<file path="config.mk">
export PLATFORM = sky130hd
export DESIGN_NAME = rocket_mover_flat
export DESIGN_NICKNAME = d
export VERILOG_FILES = /design/src/rtl/rocket_mover_if.sv /design/src/rtl/rocket_mover.sv /design/src/flat_wrapper.sv
export SDC_FILE = /design/constraint.sdc
export NUM_CORES = 1
export LEC_CHECK = 0
export CORE_MARGIN = 1.5
export CORE_UTILIZATION = 55
export CTS_BUF_LIST = sky130_fd_sc_hd__clkbuf_8
export DETAILED_ROUTE_END_ITERATION = 8
export HOLD_SLACK_MARGIN = 0.02
export PLACE_DENSITY_LB_ADDON = 0.05
export SLEW_MARGIN = 20
export SYNTH_ARGS = -nofsm -noshare
export SYNTH_HDL_FRONTEND = slang
export SYNTH_SLANG_ARGS = --single-unit
</file>
<file path="constraint.sdc">
create_clock -name clk -period 6.2 [get_ports clk]
set_clock_uncertainty 0.15 [all_clocks]
set_input_delay 0.93 -clock clk [delete_from_list [all_inputs] [get_ports clk]]
set_output_delay 0.93 -clock clk [all_outputs]
set_load 0.005 [all_outputs]
</file>
<file path="src/rtl/rocket_mover_if.sv">
// rtl/rocket_mover_if.sv - launch bundle, frame/collision inputs and rocket position outputs
interface rocket_mover_if;
  logic              startOfFrame;
  logic              isActive;
  logic signed [8:0] initialSpeed;
  logic signed [10:0] initialX;
  logic signed [10:0] initialY;
  logic              collision;
  logic signed [10:0] topLeftX;
  logic signed [10:0] topLeftY;
  logic              rocketVisible;
  logic              exploding;
  logic              reachedBorder;

  // controller / drawing side
  modport master (
    output startOfFrame, isActive, initialSpeed, initialX, initialY, collision,
    input  topLeftX, topLeftY, rocketVisible, exploding, reachedBorder
  );

  // rocket motion engine side
  modport slave (
    input  startOfFrame, isActive, initialSpeed, initialX, initialY, collision,
    output topLeftX, topLeftY, rocketVisible, exploding, reachedBorder
  );
endinterface

</file>
<file path="src/rtl/rocket_mover.sv">
// rtl/rocket_mover.sv - per-rocket vertical motion engine, 11.6 fixed point; ROCKET_EXPLODE_EN builds the explosion phase
module rocket_mover #(
  parameter int TOP_BORDER     = 0,
  parameter int BOTTOM_BORDER  = 479,
  parameter int ROCKET_HEIGHT  = 16,
  parameter int X_OFFSET       = 14,
  parameter int EXPLODE_FRAMES = 8
) (
  input  logic           clk,
  input  logic           reset,
  rocket_mover_if.slave  bus
);

  typedef enum logic [1:0] {
    IDLE      = 2'd0,
`ifdef ROCKET_EXPLODE_EN
    EXPLODING = 2'd2,
`endif
    FLYING    = 2'd1
  } state_t;

  localparam logic signed [12:0] TOP_S    = 13'(TOP_BORDER);
  localparam logic signed [12:0] BOTTOM_S = 13'(BOTTOM_BORDER);
  localparam logic signed [12:0] HEIGHT_S = 13'(ROCKET_HEIGHT);
  localparam logic signed [10:0] X_OFF_S  = 11'(X_OFFSET);

  state_t             state, stateNext;
  logic               isActive_q;
  // Cleared by reset and set once isActive has been seen low, so that a level
  // held high across reset release is not mistaken for a fresh launch.
  logic               armed;
  logic signed [10:0] topLeftX_r, topLeftXNext;
  logic signed [16:0] posY, posYNext;
  logic signed [16:0] speed, speedNext;
  logic               reachedBorder_r, reachedBorderNext;

`ifdef ROCKET_EXPLODE_EN
  localparam int CNT_W = (EXPLODE_FRAMES < 2) ? 1 : $clog2(EXPLODE_FRAMES + 1);
  localparam logic [CNT_W-1:0] CNT_LOAD = CNT_W'(EXPLODE_FRAMES);
  logic [CNT_W-1:0]   cnt, cntNext;
`endif

  logic               launch;
  logic signed [16:0] nextY;
  logic signed [10:0] nInt;
  logic signed [12:0] nExt;
  logic               leaveScreen;

  assign launch      = bus.isActive & ~isActive_q & armed;
  assign nextY       = posY + speed;
  assign nInt        = nextY[16:6];
  assign nExt        = {{2{nInt[10]}}, nInt};
  assign leaveScreen = ((nExt + HEIGHT_S) <= TOP_S) || (nExt > BOTTOM_S);

  // state register
  always_ff @(posedge clk or posedge reset) begin
    if (reset) state <= IDLE;
    else       state <= stateNext;
  end

  // next state and next datapath values: launch beats everything, then per-state events
  always_comb begin
    stateNext         = state;
    topLeftXNext      = topLeftX_r;
    posYNext          = posY;
    speedNext         = speed;
    reachedBorderNext = 1'b0;
`ifdef ROCKET_EXPLODE_EN
    cntNext           = cnt;
`endif
    if (launch) begin
      topLeftXNext = bus.initialX + X_OFF_S;
      posYNext     = {bus.initialY, 6'b0};
      speedNext    = {{8{bus.initialSpeed[8]}}, bus.initialSpeed};
`ifdef ROCKET_EXPLODE_EN
      cntNext      = '0;
`endif
      stateNext    = FLYING;
    end else begin
      case (state)
        FLYING: begin
          if (bus.collision) begin
`ifdef ROCKET_EXPLODE_EN
            cntNext   = CNT_LOAD;
            stateNext = EXPLODING;
`else
            stateNext = IDLE;
`endif
          end else if (bus.startOfFrame) begin
            posYNext = nextY;
            if (leaveScreen) begin
              reachedBorderNext = 1'b1;
              stateNext         = IDLE;
            end
          end else if (!bus.isActive) begin
            stateNext = IDLE;
          end
        end
`ifdef ROCKET_EXPLODE_EN
        EXPLODING: begin
          if (bus.startOfFrame) begin
            cntNext = cnt - 1'b1;
            if (cnt == CNT_W'(1)) stateNext = IDLE;
          end
        end
`endif
        default: ;
      endcase
    end
  end

  // datapath registers, edge detector and border pulse
  always_ff @(posedge clk or posedge reset) begin
    if (reset) begin
      isActive_q      <= 1'b0;
      armed           <= 1'b0;
      topLeftX_r      <= '0;
      posY            <= '0;
      speed           <= '0;
      reachedBorder_r <= 1'b0;
`ifdef ROCKET_EXPLODE_EN
      cnt             <= '0;
`endif
    end else begin
      isActive_q      <= bus.isActive;
      armed           <= armed | ~bus.isActive;
      topLeftX_r      <= topLeftXNext;
      posY            <= posYNext;
      speed           <= speedNext;
      reachedBorder_r <= reachedBorderNext;
`ifdef ROCKET_EXPLODE_EN
      cnt             <= cntNext;
`endif
    end
  end

  assign bus.topLeftX      = topLeftX_r;
  assign bus.topLeftY      = posY[16:6];
  assign bus.rocketVisible = (state != IDLE);
  assign bus.reachedBorder = reachedBorder_r;
`ifdef ROCKET_EXPLODE_EN
  assign bus.exploding     = (state == EXPLODING);
`else
  assign bus.exploding     = 1'b0;
`endif

endmodule

</file>
<file path="src/flat_wrapper.sv">
// flat-port wrapper written by rule: the top's interface ports become plain ports
module rocket_mover_flat 
#(
  parameter int TOP_BORDER     = 0,
  parameter int BOTTOM_BORDER  = 479,
  parameter int ROCKET_HEIGHT  = 16,
  parameter int X_OFFSET       = 14,
  parameter int EXPLODE_FRAMES = 8
)
  (clk, reset, bus_startOfFrame, bus_isActive, bus_initialSpeed, bus_initialX, bus_initialY, bus_collision, bus_topLeftX, bus_topLeftY, bus_rocketVisible, bus_exploding, bus_reachedBorder);
  rocket_mover_if bus_i ();
  input  logic clk;
  input  logic reset;
  input wire logic [$bits(bus_i.startOfFrame)-1:0] bus_startOfFrame;
  input wire logic [$bits(bus_i.isActive)-1:0] bus_isActive;
  input wire logic [$bits(bus_i.initialSpeed)-1:0] bus_initialSpeed;
  input wire logic [$bits(bus_i.initialX)-1:0] bus_initialX;
  input wire logic [$bits(bus_i.initialY)-1:0] bus_initialY;
  input wire logic [$bits(bus_i.collision)-1:0] bus_collision;
  output wire logic [$bits(bus_i.topLeftX)-1:0] bus_topLeftX;
  output wire logic [$bits(bus_i.topLeftY)-1:0] bus_topLeftY;
  output wire logic [$bits(bus_i.rocketVisible)-1:0] bus_rocketVisible;
  output wire logic [$bits(bus_i.exploding)-1:0] bus_exploding;
  output wire logic [$bits(bus_i.reachedBorder)-1:0] bus_reachedBorder;
  assign bus_i.startOfFrame = bus_startOfFrame;
  assign bus_i.isActive = bus_isActive;
  assign bus_i.initialSpeed = bus_initialSpeed;
  assign bus_i.initialX = bus_initialX;
  assign bus_i.initialY = bus_initialY;
  assign bus_i.collision = bus_collision;
  assign bus_topLeftX = bus_i.topLeftX;
  assign bus_topLeftY = bus_i.topLeftY;
  assign bus_rocketVisible = bus_i.rocketVisible;
  assign bus_exploding = bus_i.exploding;
  assign bus_reachedBorder = bus_i.reachedBorder;
  rocket_mover #(.TOP_BORDER(TOP_BORDER), .BOTTOM_BORDER(BOTTOM_BORDER), .ROCKET_HEIGHT(ROCKET_HEIGHT), .X_OFFSET(X_OFFSET), .EXPLODE_FRAMES(EXPLODE_FRAMES)) u_core (.clk(clk), .reset(reset), .bus(bus_i));
endmodule
</file>
==> results.json <==
{
  "outcome": "finished clean",
  "rsz0062_at_grt": "false",
  "viasPerCell": 5.48,
  "finalSetupTns_ns": 0,
  "area_growth_pct": 22.8,
  "drc": 0,
  "fin_util": 0.713,
  "syn_area_sq_um": 2780,
  "synth_flop_cell": "dfrtp_1",
  "ioPinCount": 61,
  "grt_max_degree": 42,
  "slew_headroom": 0.502,
  "cts_tree": "done",
  "hold_start": "u_core.armed$_DFF_PP0_",
  "crit_required_ns": 6.24,
  "power_density_nw_per_um2": 283,
  "gp_congestion": 0.876,
  "drtPass1Iterations": 5,
  "core_area_sq_um": 4790,
  "postCtsResizedCells": 0,
  "hold_class": "register to register",
  "yosysUniqueCellTypes": 50,
  "via_count": 2379,
  "most-common-layout-cells": "nand2_1, clkdlybuf4s50_1, dfrtp_1",
  "crit_start": "u_core.speed[8]$_DFFE_PP0P_",
  "grt_overflow": 0,
  "ctsHtreeMaxLevel": 2,
  "stdcell_count": 434,
  "setup_viol": 0,
  "p_leak_nw": 1.54,
  "ys_warn_count": 0,
  "clk_pin_slew_worst_paths_ns": 0.09,
  "globalRouteTotalUtil": 0.250,
  "max_freq_ghz": 0.316,
  "n_antenna_cell": 0,
  "grt_pass1_vias": 2364,
  "endpoint_kind": "register",
  "reg2reg_from": "u_core.speed[8]$_DFFE_PP0P_",
  "clock_sinks": 41,
  "dp_cells": 426,
  "drt.antenna.violating_nets": 0,
  "synth_edf_count": 0,
  "die_h_um": 74.1,
  "portBuffers": 59,
  "slew_viol_final": 0,
  "start_util": 0.581,
  "mostFrequentLayoutCell": "nand2_1",
  "setup_ws_ns": 3.04,
  "finalPower_mw": 0.967,
  "syn_nets": 381,
  "post-cts-setup-buffers": 0,
  "synth_area_per_cell_sq_um": 8.50,
  "min_period_over_period": 0.510,
  "nets": 420,
  "holdWs_ns": 0.326,
  "hold_violations": 0,
  "cts_hold_buf": 0,
  "placed_area_sq_um": 3300,
  "grt_antenna_before_repair": 0,
  "async_flop_share": 1.00,
  "ys_ff_latch": 41,
  "rows": 25,
  "worstSetupPathType": "register to register",
  "period_needed_ns": 3.16,
  "numCtsBuffers": 5,
  "ir_worst_vdd_v": 0.000143,
  "synth.yosys.seq_area_share": 0.369,
  "first_iter_violations": 125,
  "drt_wl_total_um": 6110,
  "clockBufferDepth": 2,
  "wl_per_cell_um": 14.1,
  "die_area_sq_um": 5490,
  "root_buffer": "clkbuf_8",
  "fin_area_sq_um": 3410,
  "insertion_delay_ns": 0.30,
  "critPathLaunchType": "register",
  "worst_pin_slew_ns": 0.746,
  "maxCapViolations": 0,
  "drive_gt1_frac": 0.0572,
  "detailed_place_hpwl_um": 4330,
  "grt_pass1_wl_um": 10600,
  "cp.arrival_ns": 3.20,
  "die_w_um": 74.1,
  "crit_fanout": 10,
  "place_worst_setup_slack_ns": 3.09,
  "synth_cells": 327
}
[layout make-up]
type,count,area (sq um)
fill,389,1370
sequential,41,1030
clock buffer,5,68.8
timing repair buffer,60,598
tap,67,83.8
clock inverter,3,43.8
multi-input combinational,252,1570
inverter,6,22.5
[registers in the layout, indices dropped and copies added, names as in the netlist]
register	count
u_core.armed	1
u_core.isActive_q	1
u_core.posY	17
u_core.bus.topLeftX	11
u_core.state	1
u_core.bus.reachedBorder	1
u_core.speed	9
[kinds of logic (layout without fill, tap and decap cells)]
logic type                 Yosys count  count (layout)  synth area share
and+or+nand+nor                    123             123             0.191
xor gates and xnor gates            21              21            0.0662
adders and majority gates           18              18            0.0837
buffers and inverters               34              74            0.0684
other                                1               1           0.00135
DFF                                 41              41             0.369
muxes                                2               2           0.00765
AOI/OAI and AO/OA                   87              87             0.212
[layer usage]
layer / vias up / part of all wire / global-route usage
met2: 76 / 0.47 / 0.388
met5: - / 0 / 0
li1: 1207 / - / -
met4: 0 / 0.010 / 0.0844
met3: 5 / 0.067 / 0.0637
met1: 1091 / 0.46 / 0.340
[synth_stat cells (2+ instances only)]
master | n | area (sq um)
a211o_1 | 2 | 17.5
a211oi_1 | 5 | 37.5
a21o_1 | 8 | 60.1
a21oi_1 | 21 | 105
a31oi_1 | 8 | 50.1
and2_1 | 2 | 12.5
and3_1 | 3 | 18.8
buf_4 | 12 | 90.1
buf_6 | 2 | 22.5
clkbuf_1 | 12 | 45.0
dfrtp_1 | 41 | 1030
ha_1 | 17 | 213
inv_1 | 6 | 22.5
nand2_1 | 72 | 270
nand2b_1 | 4 | 25.0
nand3_1 | 5 | 25.0
nand4_1 | 4 | 25.0
nor2_1 | 22 | 82.6
nor3_1 | 2 | 10.0
nor4_1 | 3 | 18.8
o211a_1 | 3 | 30.0
o211ai_1 | 6 | 45.0
o21a_1 | 4 | 30.0
o21ai_0 | 15 | 75.1
o21ai_2 | 3 | 26.3
o21bai_1 | 2 | 15.0
xnor2_1 | 8 | 70.1
xor2_1 | 13 | 114
[power by group]
part	switching, mW	internal [mW]	total [mW]
clock network	0.0999	0.121	0.221
logic	0.213	0.199	0.412
registers	0.0300	0.304	0.334
[path summary, 6_finish.rpt]
path	endpoint	slack, ns	cells past startpoint
min reg2reg	u_core.armed$_DFF_PP0_	0.33	1
min	u_core.armed$_DFF_PP0_	0.33	1
max reg2reg	u_core.bus.reachedBorder$_DFF_PP0_	3.04	9
min in group asynchronous	u_core.bus.topLeftX[0]$_DFFE_PP0P_	0.90	3
max	u_core.bus.reachedBorder$_DFF_PP0_	3.04	9
max in group asynchronous	u_core.posY[16]$_DFFE_PP0P_	4.63	3
[worst max-delay path: stages (launching register included)]
cell,delay (ns)
dfrtp_1,0.54
ha_1,0.53
a21oi_2,0.11
o21ai_2,0.19
mux2_2,0.36
a311oi_1,0.26
o211ai_1,0.19
a2111oi_2,0.35
mux2i_1,0.16
and3_1,0.21
Note: power is estimated with default switching activity, not from simulation.
